File: src/rtl/logo_motion_if.sv
// Scan-position inputs and logo-position outputs shared between the
// bouncing-logo position generator and the logo graphics stage.
interface logo_motion_if;
   logic [9:0] x_px;
   logic [9:0] y_px;
   logic       pause;
   logic [9:0] x_logo;
   logic [9:0] y_logo;
   logic       dir_x;
   logic       dir_y;
   logic       bounce;
   logic       corner_hit;

   modport master (
      output x_px, y_px, pause,
      input  x_logo, y_logo, dir_x, dir_y, bounce, corner_hit
   );

   modport slave (
      input  x_px, y_px, pause,
      output x_logo, y_logo, dir_x, dir_y, bounce, corner_hit
   );
endinterface

File: src/rtl/logo_motion.sv
// Bouncing-logo position generator: one position step per blanking interval.
// Optional corner_hit pulse is built only when LOGO_MOTION_CORNER_EN is defined.
//
// state   | meaning
// --------+-----------------------------------------------------------
// WAIT    | visible area, waiting for the start of vertical blanking
// STEP_X  | advance x_logo / reverse dir_x at the screen edge
// STEP_Y  | advance y_logo / reverse dir_y at the screen edge
// HOLD    | update done (or skipped) for this blanking, wait for video
module logo_motion #(
   parameter int H_ACTIVE    = 640,
   parameter int V_ACTIVE    = 480,
   parameter int WIDTH_LOGO  = 80,
   parameter int HEIGHT_LOGO = 96,
   parameter int X_INIT      = 0,
   parameter int Y_INIT      = 0,
   parameter int STEP        = 1,
   parameter int FRAME_DIV   = 1
) (
   input logic          clk,
   input logic          clr,
   logo_motion_if.slave lm
);

   localparam logic [1:0] S_WAIT   = 2'd0;
   localparam logic [1:0] S_STEP_X = 2'd1;
   localparam logic [1:0] S_STEP_Y = 2'd2;
   localparam logic [1:0] S_HOLD   = 2'd3;

   localparam logic [10:0] X_MAX11  = 11'(H_ACTIVE - WIDTH_LOGO);
   localparam logic [10:0] Y_MAX11  = 11'(V_ACTIVE - HEIGHT_LOGO);
   localparam logic [9:0]  X_MAX10  = 10'(H_ACTIVE - WIDTH_LOGO);
   localparam logic [9:0]  Y_MAX10  = 10'(V_ACTIVE - HEIGHT_LOGO);
   localparam logic [10:0] STEP11   = 11'(STEP);
   localparam logic [9:0]  STEP10   = 10'(STEP);
   localparam logic [9:0]  V_ACT10  = 10'(V_ACTIVE);
   localparam logic [7:0]  DIV_LAST = 8'(FRAME_DIV - 1);

   logic [1:0]  state;
   logic        blank_q;
   logic        blank_d;
   logic [7:0]  frame_cnt;
   logic [9:0]  x_q;
   logic [9:0]  y_q;
   logic        dx_q;
   logic        dy_q;
   logic        flip_x_q;
   logic        flip_y_q;
   logic        bounce_q;

   logic        blank_rise;
   logic [10:0] x_sum;
   logic [10:0] y_sum;
   logic        x_hit;
   logic        y_hit;
   logic [9:0]  x_next;
   logic [9:0]  y_next;
   logic        unused_x_px;

   // blank_d resets high with blank_q, so leaving reset inside blanking
   // does not look like a new blanking edge.
   assign blank_rise = blank_q & ~blank_d;

   assign x_sum = {1'b0, x_q} + STEP11;
   assign y_sum = {1'b0, y_q} + STEP11;

   always_comb begin
      x_hit  = 1'b0;
      x_next = x_q;
      if (dx_q) begin
         x_hit  = ({1'b0, x_q} <= STEP11);
         x_next = x_hit ? 10'd0 : (x_q - STEP10);
      end else begin
         x_hit  = (x_sum >= X_MAX11);
         x_next = x_hit ? X_MAX10 : x_sum[9:0];
      end
   end

   always_comb begin
      y_hit  = 1'b0;
      y_next = y_q;
      if (dy_q) begin
         y_hit  = ({1'b0, y_q} <= STEP11);
         y_next = y_hit ? 10'd0 : (y_q - STEP10);
      end else begin
         y_hit  = (y_sum >= Y_MAX11);
         y_next = y_hit ? Y_MAX10 : y_sum[9:0];
      end
   end

   always_ff @(posedge clk) begin
      if (clr) begin
         state     <= S_WAIT;
         blank_q   <= 1'b1;
         blank_d   <= 1'b1;
         frame_cnt <= 8'd0;
         x_q       <= 10'(X_INIT);
         y_q       <= 10'(Y_INIT);
         dx_q      <= 1'b0;
         dy_q      <= 1'b0;
         flip_x_q  <= 1'b0;
         flip_y_q  <= 1'b0;
         bounce_q  <= 1'b0;
      end else begin
         blank_q  <= (lm.y_px >= V_ACT10);
         blank_d  <= blank_q;
         flip_x_q <= 1'b0;
         flip_y_q <= 1'b0;
         bounce_q <= flip_x_q | flip_y_q;
         case (state)
            S_WAIT: begin
               if (blank_rise) begin
                  if (lm.pause) begin
                     state <= S_HOLD;
                  end else if (frame_cnt == DIV_LAST) begin
                     frame_cnt <= 8'd0;
                     state     <= S_STEP_X;
                  end else begin
                     frame_cnt <= frame_cnt + 8'd1;
                     state     <= S_HOLD;
                  end
               end
            end
            S_STEP_X: begin
               x_q      <= x_next;
               flip_x_q <= x_hit;
               if (x_hit) dx_q <= ~dx_q;
               state    <= S_STEP_Y;
            end
            S_STEP_Y: begin
               y_q      <= y_next;
               flip_y_q <= y_hit;
               if (y_hit) dy_q <= ~dy_q;
               state    <= S_HOLD;
            end
            S_HOLD: begin
               if (!blank_q) state <= S_WAIT;
            end
            default: state <= S_WAIT;
         endcase
      end
   end

`ifdef LOGO_MOTION_CORNER_EN
   logic x_flip_mem;
   logic corner_q;

   // x_flip_mem lines the X flip up with the Y flip one cycle later
   always_ff @(posedge clk) begin
      if (clr) begin
         x_flip_mem <= 1'b0;
         corner_q   <= 1'b0;
      end else begin
         x_flip_mem <= flip_x_q;
         corner_q   <= flip_y_q & x_flip_mem;
      end
   end

   assign lm.corner_hit = corner_q;
`else
   assign lm.corner_hit = 1'b0;
`endif

   // x_px only mirrors the graphics-stage interface
   assign unused_x_px = ^lm.x_px;

   assign lm.x_logo = x_q;
   assign lm.y_logo = y_q;
   assign lm.dir_x  = dx_q;
   assign lm.dir_y  = dy_q;
   assign lm.bounce = bounce_q;

endmodule

File: src/flat_wrapper.sv
// flat-port wrapper written by rule: the top's interface ports become plain ports
module logo_motion_flat 
#(
   parameter int H_ACTIVE    = 640,
   parameter int V_ACTIVE    = 480,
   parameter int WIDTH_LOGO  = 80,
   parameter int HEIGHT_LOGO = 96,
   parameter int X_INIT      = 0,
   parameter int Y_INIT      = 0,
   parameter int STEP        = 1,
   parameter int FRAME_DIV   = 1
)
  (clk, clr, lm_x_px, lm_y_px, lm_pause, lm_x_logo, lm_y_logo, lm_dir_x, lm_dir_y, lm_bounce, lm_corner_hit);
  logo_motion_if lm_i ();
  input logic clk;
  input logic clr;
  input wire logic [$bits(lm_i.x_px)-1:0] lm_x_px;
  input wire logic [$bits(lm_i.y_px)-1:0] lm_y_px;
  input wire logic [$bits(lm_i.pause)-1:0] lm_pause;
  output wire logic [$bits(lm_i.x_logo)-1:0] lm_x_logo;
  output wire logic [$bits(lm_i.y_logo)-1:0] lm_y_logo;
  output wire logic [$bits(lm_i.dir_x)-1:0] lm_dir_x;
  output wire logic [$bits(lm_i.dir_y)-1:0] lm_dir_y;
  output wire logic [$bits(lm_i.bounce)-1:0] lm_bounce;
  output wire logic [$bits(lm_i.corner_hit)-1:0] lm_corner_hit;
  assign lm_i.x_px = lm_x_px;
  assign lm_i.y_px = lm_y_px;
  assign lm_i.pause = lm_pause;
  assign lm_x_logo = lm_i.x_logo;
  assign lm_y_logo = lm_i.y_logo;
  assign lm_dir_x = lm_i.dir_x;
  assign lm_dir_y = lm_i.dir_y;
  assign lm_bounce = lm_i.bounce;
  assign lm_corner_hit = lm_i.corner_hit;
  logo_motion #(.H_ACTIVE(H_ACTIVE), .V_ACTIVE(V_ACTIVE), .WIDTH_LOGO(WIDTH_LOGO), .HEIGHT_LOGO(HEIGHT_LOGO), .X_INIT(X_INIT), .Y_INIT(Y_INIT), .STEP(STEP), .FRAME_DIV(FRAME_DIV)) u_core (.clk(clk), .clr(clr), .lm(lm_i));
endmodule
File: config.mk
export PLATFORM = sky130hd
export DESIGN_NAME = logo_motion_flat
export DESIGN_NICKNAME = d
export VERILOG_FILES = /design/src/rtl/logo_motion_if.sv /design/src/rtl/logo_motion.sv /design/src/flat_wrapper.sv
export SDC_FILE = /design/constraint.sdc
export NUM_CORES = 1
export LEC_CHECK = 0
export CORE_ASPECT_RATIO = 0.75
export CORE_MARGIN = 8
export CORE_UTILIZATION = 35
export CTS_BUF_LIST = sky130_fd_sc_hd__clkbuf_8 sky130_fd_sc_hd__clkbuf_16
export CTS_CLUSTER_SIZE = 40
export DETAILED_ROUTE_END_ITERATION = 6
export GPL_TIMING_DRIVEN = 0
export MAX_ROUTING_LAYER = met4
export PLACE_DENSITY_LB_ADDON = 0.05
export SLEW_MARGIN = 40
export SYNTH_ARGS = -nofsm -noshare
export SYNTH_HDL_FRONTEND = slang
export SYNTH_SLANG_ARGS = --single-unit
File: constraint.sdc
create_clock -name clk -period 4.6 [get_ports clk]
set_clock_uncertainty 0.15 [all_clocks]
set_input_delay 0.69 -clock clk [delete_from_list [all_inputs] [get_ports clk]]
set_output_delay 0.69 -clock clk [all_outputs]
set_load 0.05 [all_outputs]
* Word-level counts from Yosys, hierarchy flattened
Index checks and enable logic that the tools add are counted.
** Storage, ports and cells
- Output and inout bits :: 24
- Register bits :: 37
- Word-level logic and storage cells :: 56
- Input bits :: 23
** Cells by class
- Eq/ne operators :: 5
- Reductions and logical operators :: 8
- Magnitude comparators :: 5
- Bitwise operators :: 8
- $add $sub $neg :: 5
- Mux-type cells :: 14
** Operator list (number)
- $mux 10 :: 6
- $add 10x1->11 const B :: 2
- $le 10x1->1 const B :: 2
- $sub 10x1->10 const B :: 2
- $ge 11x10->1 const B :: 1
- $ge 11x9->1 const B :: 1
- $ge 10x9->1 const B :: 1
- $add 8x1->8 const B :: 1
- $logic_not 8->1 :: 1
- $mux 2 :: 4
- $mux 8 :: 1
- $pmux 2 s4 :: 1
- $not 1->1 :: 6
- $reduce_and 2->1 :: 3
- $eq 2x2->1 const B :: 2
- $reduce_or 2->1 :: 2
- $reduce_and 3->1 :: 1
- $eq 2x1->1 const B :: 1
- $logic_not 2->1 :: 1
- $mux 1 :: 2
- $ne 2x1->1 const B :: 1
- $ne 2x2->1 const B :: 1
- $and 1x1->1 :: 1
- $or 1x1->1 :: 1

* Longest topological paths before layout
- Word-level depth :: 5
- Mapped depth :: 9
- Gate-level depth less buffers :: 7

* Least setup slack after synthesis
No wires, ideal clock.
- Path kind :: register -> register
- Start :: reg u_core.x_q[0], in the netlist u_core.lm.x_logo[0]
- End :: reg u_core.x_q[5], in the netlist u_core.lm.x_logo[5]
- Cell stages (with the launch flop) :: 10
- Path buffers :: 2
- Period minus slack after synthesis :: 2.535 ns
- Library setup time :: 0.134 ns
- Required time :: 4.316 ns
- Arrival time :: 2.251 ns
- Setup slack :: 2.065 ns
- Cells stage by stage :: dfxtp_1 > clkbuf_1 > inv_1 > ha_1 > nor2_1 > nor4_1 > a21oi_1 > buf_2 > a221oi_1 > a211oi_1
** On the way
- Longest elaborated chain between the ends :: 4
- Elaborated cells between the ends (all ways) :: 7
- Classes of those cells :: 2 x add/sub; 2 x order compare; 3 x mux
** RTL lines
- start, declared :: RTL line logo_motion.sv:43 : logic [9:0] x_q;
- start signal, assigned :: RTL line logo_motion.sv:97 : x_q <= 10'(X_INIT);
- start signal, assigned :: RTL line logo_motion.sv:125 : x_q <= x_next;
- $add 10x1->11 :: RTL line logo_motion.sv:64 : assign x_sum = {1'b0, x_q} + STEP11;
- $ge 11x10->1 :: RTL line logo_motion.sv:74 : x_hit = (x_sum >= X_MAX11);
- $mux 10 :: RTL line logo_motion.sv:75 : x_next = x_hit ? X_MAX10 : x_sum[9:0];
- $mux 10 * :: RTL line logo_motion.sv:70 : if (dx_q) begin
Every way passes the cells marked *; elsewhere a longest branch is shown, timed or not.
A chain may end at the register's enable or synchronous reset.

* Final worst setup path
- Start :: reg u_core.x_q[0], in the netlist u_core.lm.x_logo[0]
- End :: reg u_core.x_q[6], in the netlist u_core.lm.x_logo[6]
The elaborated chain is that of the path after synthesis.

==> results.json <==
{
  "status": "complete, no violations",
  "antenna_found_initial": 0,
  "grtUsageTotal": 0.1520,
  "start_util": 0.3531,
  "root_buffer": "clkbuf_8",
  "cts_buffer_depth": 2,
  "vias_per_cell": 5.558,
  "hold_viol_final": 0,
  "fin_nets": 434,
  "gr-total-overflow": 0,
  "dp_slack_ns": 1.719,
  "fin_cells": 505,
  "cap_viol_max_count": 0,
  "clk_latency_ns": 0.29,
  "syn_area_um2": 2734,
  "portBuffers": 29,
  "combinationalPowerShare": 0.587,
  "routabilityCongestion": 0.8847,
  "fp-row-count": 28,
  "die_h_um": 92.54,
  "diodes": 0,
  "post-route-min-period_ns": 2.714,
  "final_cell_mix": "45 x nor2_1, 37 x dfxtp_1, 29 x clkdlybuf4s50_1",
  "path_clk_slew_ns": 0.08,
  "p_clk_frac": 0.165,
  "post-cts-setup-buffer-count": 0,
  "crit_path_start_kind": "register",
  "report.final.slew_viol_count": 0,
  "crit_type": "register to register",
  "switching_share": 0.4953,
  "tritoncts": "built",
  "setup-violations-final": 0,
  "dpl_cell_area_um2": 3156,
  "grt_pass1_wl_mm": 13.29,
  "stdcell_area_um2": 3273,
  "drt-initial-drc-count": 201,
  "final_common_cell": "nor2_1",
  "grt_max_degree": 13,
  "ys_ff_latch": 37,
  "dpl.cell_count": 497,
  "grt_pass1_vias": 2529,
  "ioPinCount": 47,
  "syn_inst": 363,
  "worstPathArrival_ns": 2.75,
  "finalCritPeriodShare": 0.5900,
  "async_flop_share": 0,
  "irDropWorstVdd_uv": 285.9,
  "setup_tns_ns": 0,
  "totalWireLength_mm": 8.196,
  "dieArea_um2": 10920,
  "synth_area_per_cell_um2": 7.531,
  "drc": 0,
  "numClockSinks": 37,
  "worst_slack_ns": 1.886,
  "power.leakage_nw": 1.176,
  "slew_headroom": 0.5117,
  "cp-end-kind": "register",
  "routedWlPerCell_um": 16.23,
  "die_x_um": 118.1,
  "yosys_warnings": 0,
  "drive_above_1_share": 0.07000,
  "synth_fp_nets": 398,
  "hold_path.class": "register to register",
  "power.total_mw": 1.728,
  "tightest_slew_ns": 0.7258,
  "drt-pass1-iter-count": 5,
  "rsz0062_at_grt": "false",
  "vias": 2807,
  "holdWs_ns": 0.3397,
  "htreeDepth": 2,
  "ys_types": 62,
  "power_density_nw_per_um2": 527.8,
  "synth-edff-count": 0,
  "cts_hold_buf": 0,
  "final_util": 0.4228,
  "internal-power_uw": 871.9,
  "cts_resized": 0,
  "p_seq_frac": 0.248,
  "synth-seq-area-share": 0.2709,
  "synth-main-ff-cell": "dfxtp_1",
  "cp.required_ns": 4.64,
  "core-area_um2": 7742,
  "syn_to_final_growth_pct": 19.73,
  "p_sw_uw": 855.7,
  "cts_buffers": 5,
  "path_max_fanout": 10,
  "fmax_mhz": 368.5,
  "hpwl_mm": 6.036,
  "ant_nets": 0
}
area by class of cell:
class                   instances  area (um^2)
clock inverters                 3        42.54
clock buffers                   5        68.82
repair buffers                 29        290.3
flip-flops and latches         37        740.7
plain buffers                  31        137.6
fillers                       799         4469
inverters                      21        78.83
multi-input cells             274         1783
well taps                     105        131.4
final timing paths:
check	from	end	slack (ns)	cells after the start
max	u_core.lm.x_logo[0]	u_core.lm.x_logo[6]	1.89	9
min	u_core.flip_x_q	u_core.lm.bounce	0.34	2
max reg2reg	u_core.lm.x_logo[0]	u_core.lm.x_logo[6]	1.89	9
min reg2reg	u_core.flip_x_q	u_core.lm.bounce	0.34	2
state kept, by name (all words and copies together), names as in the netlist:
register          cells
u_core.blank_q        1
u_core.lm.y_logo     10
u_core.lm.dir_x       1
u_core.lm.x_logo     10
u_core.state          2
u_core.flip_y_q       1
u_core.lm.dir_y       1
u_core.lm.bounce      1
u_core.blank_d        1
u_core.frame_cnt      8
u_core.flip_x_q       1
critical path: stages, from the launching register on:
cell and delay (ns):
dfxtp_1 0.38, clkbuf_1 0.43, inv_1 0.12, ha_1 0.29, nor2_1 0.19, nor4_2 0.10
a21oi_1 0.26, buf_2 0.29, a21oi_1 0.08, a2111oi_2 0.32
cell usage after synthesis (all sizes together) (4+ instances only):
library cell | instances | area, um^2
nor2 | 45 | 168.9
ha | 12 | 150.1
nand2b | 4 | 25.02
mux2i | 4 | 40.04
and3 | 4 | 25.02
xor2 | 11 | 96.34
inv | 21 | 78.83
clkbuf | 20 | 75.07
xnor2 | 7 | 61.31
a221oi | 6 | 58.80
nor3 | 10 | 50.05
nor4 | 12 | 75.07
a21oi | 17 | 85.08
o21ai | 12 | 63.81
nand3 | 18 | 90.09
buf | 11 | 62.55
a31oi | 8 | 50.05
dfxtp | 37 | 740.7
nand4 | 9 | 56.30
a211oi | 7 | 52.55
nand2 | 27 | 101.4
power by group through the flow:
stage	Clock, mW	Combinational [mW]	Sequential [mW]
after detailed placement	0	0.989	0.434
after global placement	0	0.991	0.433
after floorplan	0	0.618	0.542
after CTS	0.295	0.994	0.427
final	0.285	1.01	0.428
after global routing	0.310	1.10	0.438
routing by layer:
layer  vias to the layer above  wire length (um)  GRT usage
li1                       1390                 -          -
met1                      1312              4306     0.2259
met2                       101              3185     0.2017
met3                         4               649    0.03161
met4                         0                56    0.03294
met5                         -                 0          -
logic make-up (layout without fill, tap and decap cells):
kind of cell               count (synthesis)  after routing  share of synthesized area
AOI/OAI and AO/OA                         85             85                     0.2325
xor gates and xnor gates                  18             18                    0.05767
adders and majority gates                 12             12                    0.05492
buffers and inverters                     52             89                    0.07917
DFF                                       37             37                     0.2709
muxes                                      6              6                    0.02288
other                                      1              1                   0.001372
and+or+nand+nor                          152            152                     0.2806
Note: power is estimated with default switching activity, not from simulation.
==> RTL change: new RTL, same settings <==
The option `LOGO_MOTION_CORNER_EN` is turned on by a define.
--- a/src/rtl/logo_motion.sv
+++ b/src/rtl/logo_motion.sv
@@ -7,6 +7,8 @@
 // STEP_X  | advance x_logo / reverse dir_x at the screen edge
 // STEP_Y  | advance y_logo / reverse dir_y at the screen edge
 // HOLD    | update done (or skipped) for this blanking, wait for video
+`define LOGO_MOTION_CORNER_EN
+
 module logo_motion #(
    parameter int H_ACTIVE    = 640,
    parameter int V_ACTIVE    = 480,
Function: same outputs for any inputs over 10 cycles, from zero or initial values; that may be too few to reach the edited logic, so the function may still have changed.
==> RTL change against the original RTL <==
Synthesized area up 2.2%; via count increased by 1.9%; worst hold slack lost 0.021 ns; worst setup slack lost 0.11 ns; synthesized cell count unchanged; power shrank 19%; sequential cell count grew 2; final cell count grew 0.40%; routed wire length grew 2.3%; global-route usage is 0.31 points higher; critical path depth fell by 3; non-clock buffer count grew 1; design area grew 1.4%; critical path type unchanged; highest routed layer unchanged.
==> RTL change: results (changes against the original RTL) <==
clock_latency_ns: 0.29  # about the same
clkSlewWorstSetupHoldPaths_ns: 0.08  # about the same
port_buffers: 31  # was 29
antenna_found_initial: 0  # unchanged
crit_path_top_delay_cell: "mux2i_1"  # was clkbuf_1
via_per_inst: 5.64  # was 5.56
fin_nets: 436  # was 434
numCtsBuffers: 5  # unchanged
synth.area.top_cells: "dfxtp_1 28%, nor2_1 5.5%, ha_1 5.4%, a21oi_1 3.8%, nand2_1 3.8%"  # was dfxtp_1 27%, nor2_1 6.2%, ha_1 5.5%, nand2_1 3.7%, xor2_1 3.5%
cts_root_buf: "clkbuf_8"  # unchanged
antenna_cells: 0  # unchanged
grt_max_degree: 13  # unchanged
grt_pass1_wl_microns: 13800  # was 13,300 microns
drt-pass1-iter-count: 4  # was 5
cts_resized: 0  # unchanged
synth-seq-area-share: 0.280  # was 0.271
dp.cells: 499  # was 497
synth_flop_cell: "dfxtp_1"  # unchanged
synth_commonest_cells: "41 x nor2_1, 39 x dfxtp_1, 28 x nand2_1"  # was 45 x nor2_1, 37 x dfxtp_1, 27 x nand2_1
post_cts_buffers: 0  # unchanged
r2r_setup_slack_ns: 1.78  # was 1.89 ns
drt-wirelength-per-cell_microns: 16.5  # was 16.2 microns
hp-class: "reg -> reg"  # unchanged
avgSynthCellArea_sq_um: 7.69  # was 7.53 sq um
cts_max_level: 2  # unchanged
worstReg2RegEnd: "u_core.lm.x_logo[3]"  # was u_core.lm.x_logo[6]
endpoint: "u_core.lm.x_logo[3]"  # was u_core.lm.x_logo[6]
status: "finished, final reports clean"  # unchanged
fillerInstances: 798  # was 799
drtIter0Drc: 264  # was 201
cts_buffer_depth: 2  # unchanged
worstPathMaxFanout: 8  # was 10
worst_pin_slew_ns: 0.814  # was 0.726 ns
grtUsageTotal: 0.155  # was 0.152
stdcell_count: 507  # was 505
crit_arrival_ns: 2.87  # was 2.75 ns
final_layout_size_suffix_gt1_frac: 0.0846  # was 0.0700
reg2reg_depth: 6  # was 9
ant_nets: 0  # unchanged
cpPeakStageDelay_ns: 0.65  # was 0.43 ns
routabilityCongestion: 0.868  # was 0.885
startpoint: "u_core.lm.x_logo[0]"  # unchanged
first_global_vias: 2620  # was 2,529
synth_cell_types: 70  # was 62
ys_warn_count: 0  # unchanged
async_flop_share: 0  # unchanged
synth_fp_nets: 398  # unchanged
p_leak_uw: 0.00115  # was 0.00118 uW
dp_hpwl_microns: 6090  # was 6040 microns
max-vdd-ir-drop_uv: 249  # was 286 uV
[RTL change: changes by cell type after synthesis, sizes merged, moves of 4 or more]
cell    unedited run  this run
nand3             18        12
or3                3         9
a21oi             17        21
clkbuf            20        16
inv               21        17
o41ai              2         6
[RTL change: area by class of cell]
type | count | share of cell area
inverter | 17 | 0.0192
buffer | 30 | 0.0426
clock buffer | 5 | 0.0207
sequential | 39 | 0.235
clock inverter | 3 | 0.00490
tap | 105 | 0.0396
multi-input combinational | 277 | 0.544
timing repair buffer | 31 | 0.0935
[RTL change: how the worst min path moves through the flow]
stage,from,endpoint,cells past startpoint,slack (ns)
global placement,u_core.flip_x_q,u_core.lm.bounce,2,0.30
global route,u_core.flip_x_q,u_core.x_flip_mem,1,0.34
CTS,u_core.flip_x_q,u_core.x_flip_mem,1,0.32
detailed placement,u_core.flip_x_q,u_core.lm.bounce,2,0.30
floorplan,u_core.flip_x_q,u_core.lm.bounce,2,0.28
finish,u_core.flip_x_q,u_core.lm.bounce,2,0.32
[RTL change: per-layer routing]
| metal | up-vias | GRT usage | wire (microns) |
|---|---|---|---|
| li1 | 1427 | - | - |
| met1 | 1325 | 0.231 | 4410 |
| met2 | 104 | 0.208 | 3350 |
| met3 | 5 | 0.0295 | 585 |
| met4 | 0 | 0.0315 | 42 |
| met5 | - | - | 0 |
[RTL change: cell families (layout without fill, tap and decap cells)]
group	count (synthesis)	after routing	share of synthesized area
fa+ha+maj	12	12	0.0538
buf+inv	47	86	0.0735
xor+xnor	14	14	0.0439
simple gates	152	152	0.287
flops	39	39	0.280
mux	2	2	0.00762
compound gates	97	97	0.254
[RTL change: per-stage QoR]
| stage | worst slack, ns | cell area [sq um] |
|---|---|---|
| 3_3_place_gp | 1.75 | 3230 |
| 2_1_floorplan | 1.98 | 2790 |
| 4_1_cts | 1.82 | 3320 |
| 3_5_place_dp | 1.85 | 3230 |
| 6_report | 1.78 | 3320 |
| 5_1_grt | 1.57 | 3320 |
[RTL change: critical path, delay by kind of cell, from the launching register on]
family                 cells  cell delay, ns
muxes                      1            0.65
AOI/OAI and AO/OA          2            0.64
and+or+nand+nor            2            0.55
DFF                        1            0.40
buffers and inverters      1            0.33
[RTL change: report_power, final]
| group | internal (uW) | leakage (uW) | total (uW) | switching [uW] |
|---|---|---|---|---|
| Sequential | 374 | 0.000316 | 419 | 45.5 |
| Combinational | 260 | 0.000793 | 755 | 495 |
| Clock | 104 | 0.0000453 | 233 | 129 |
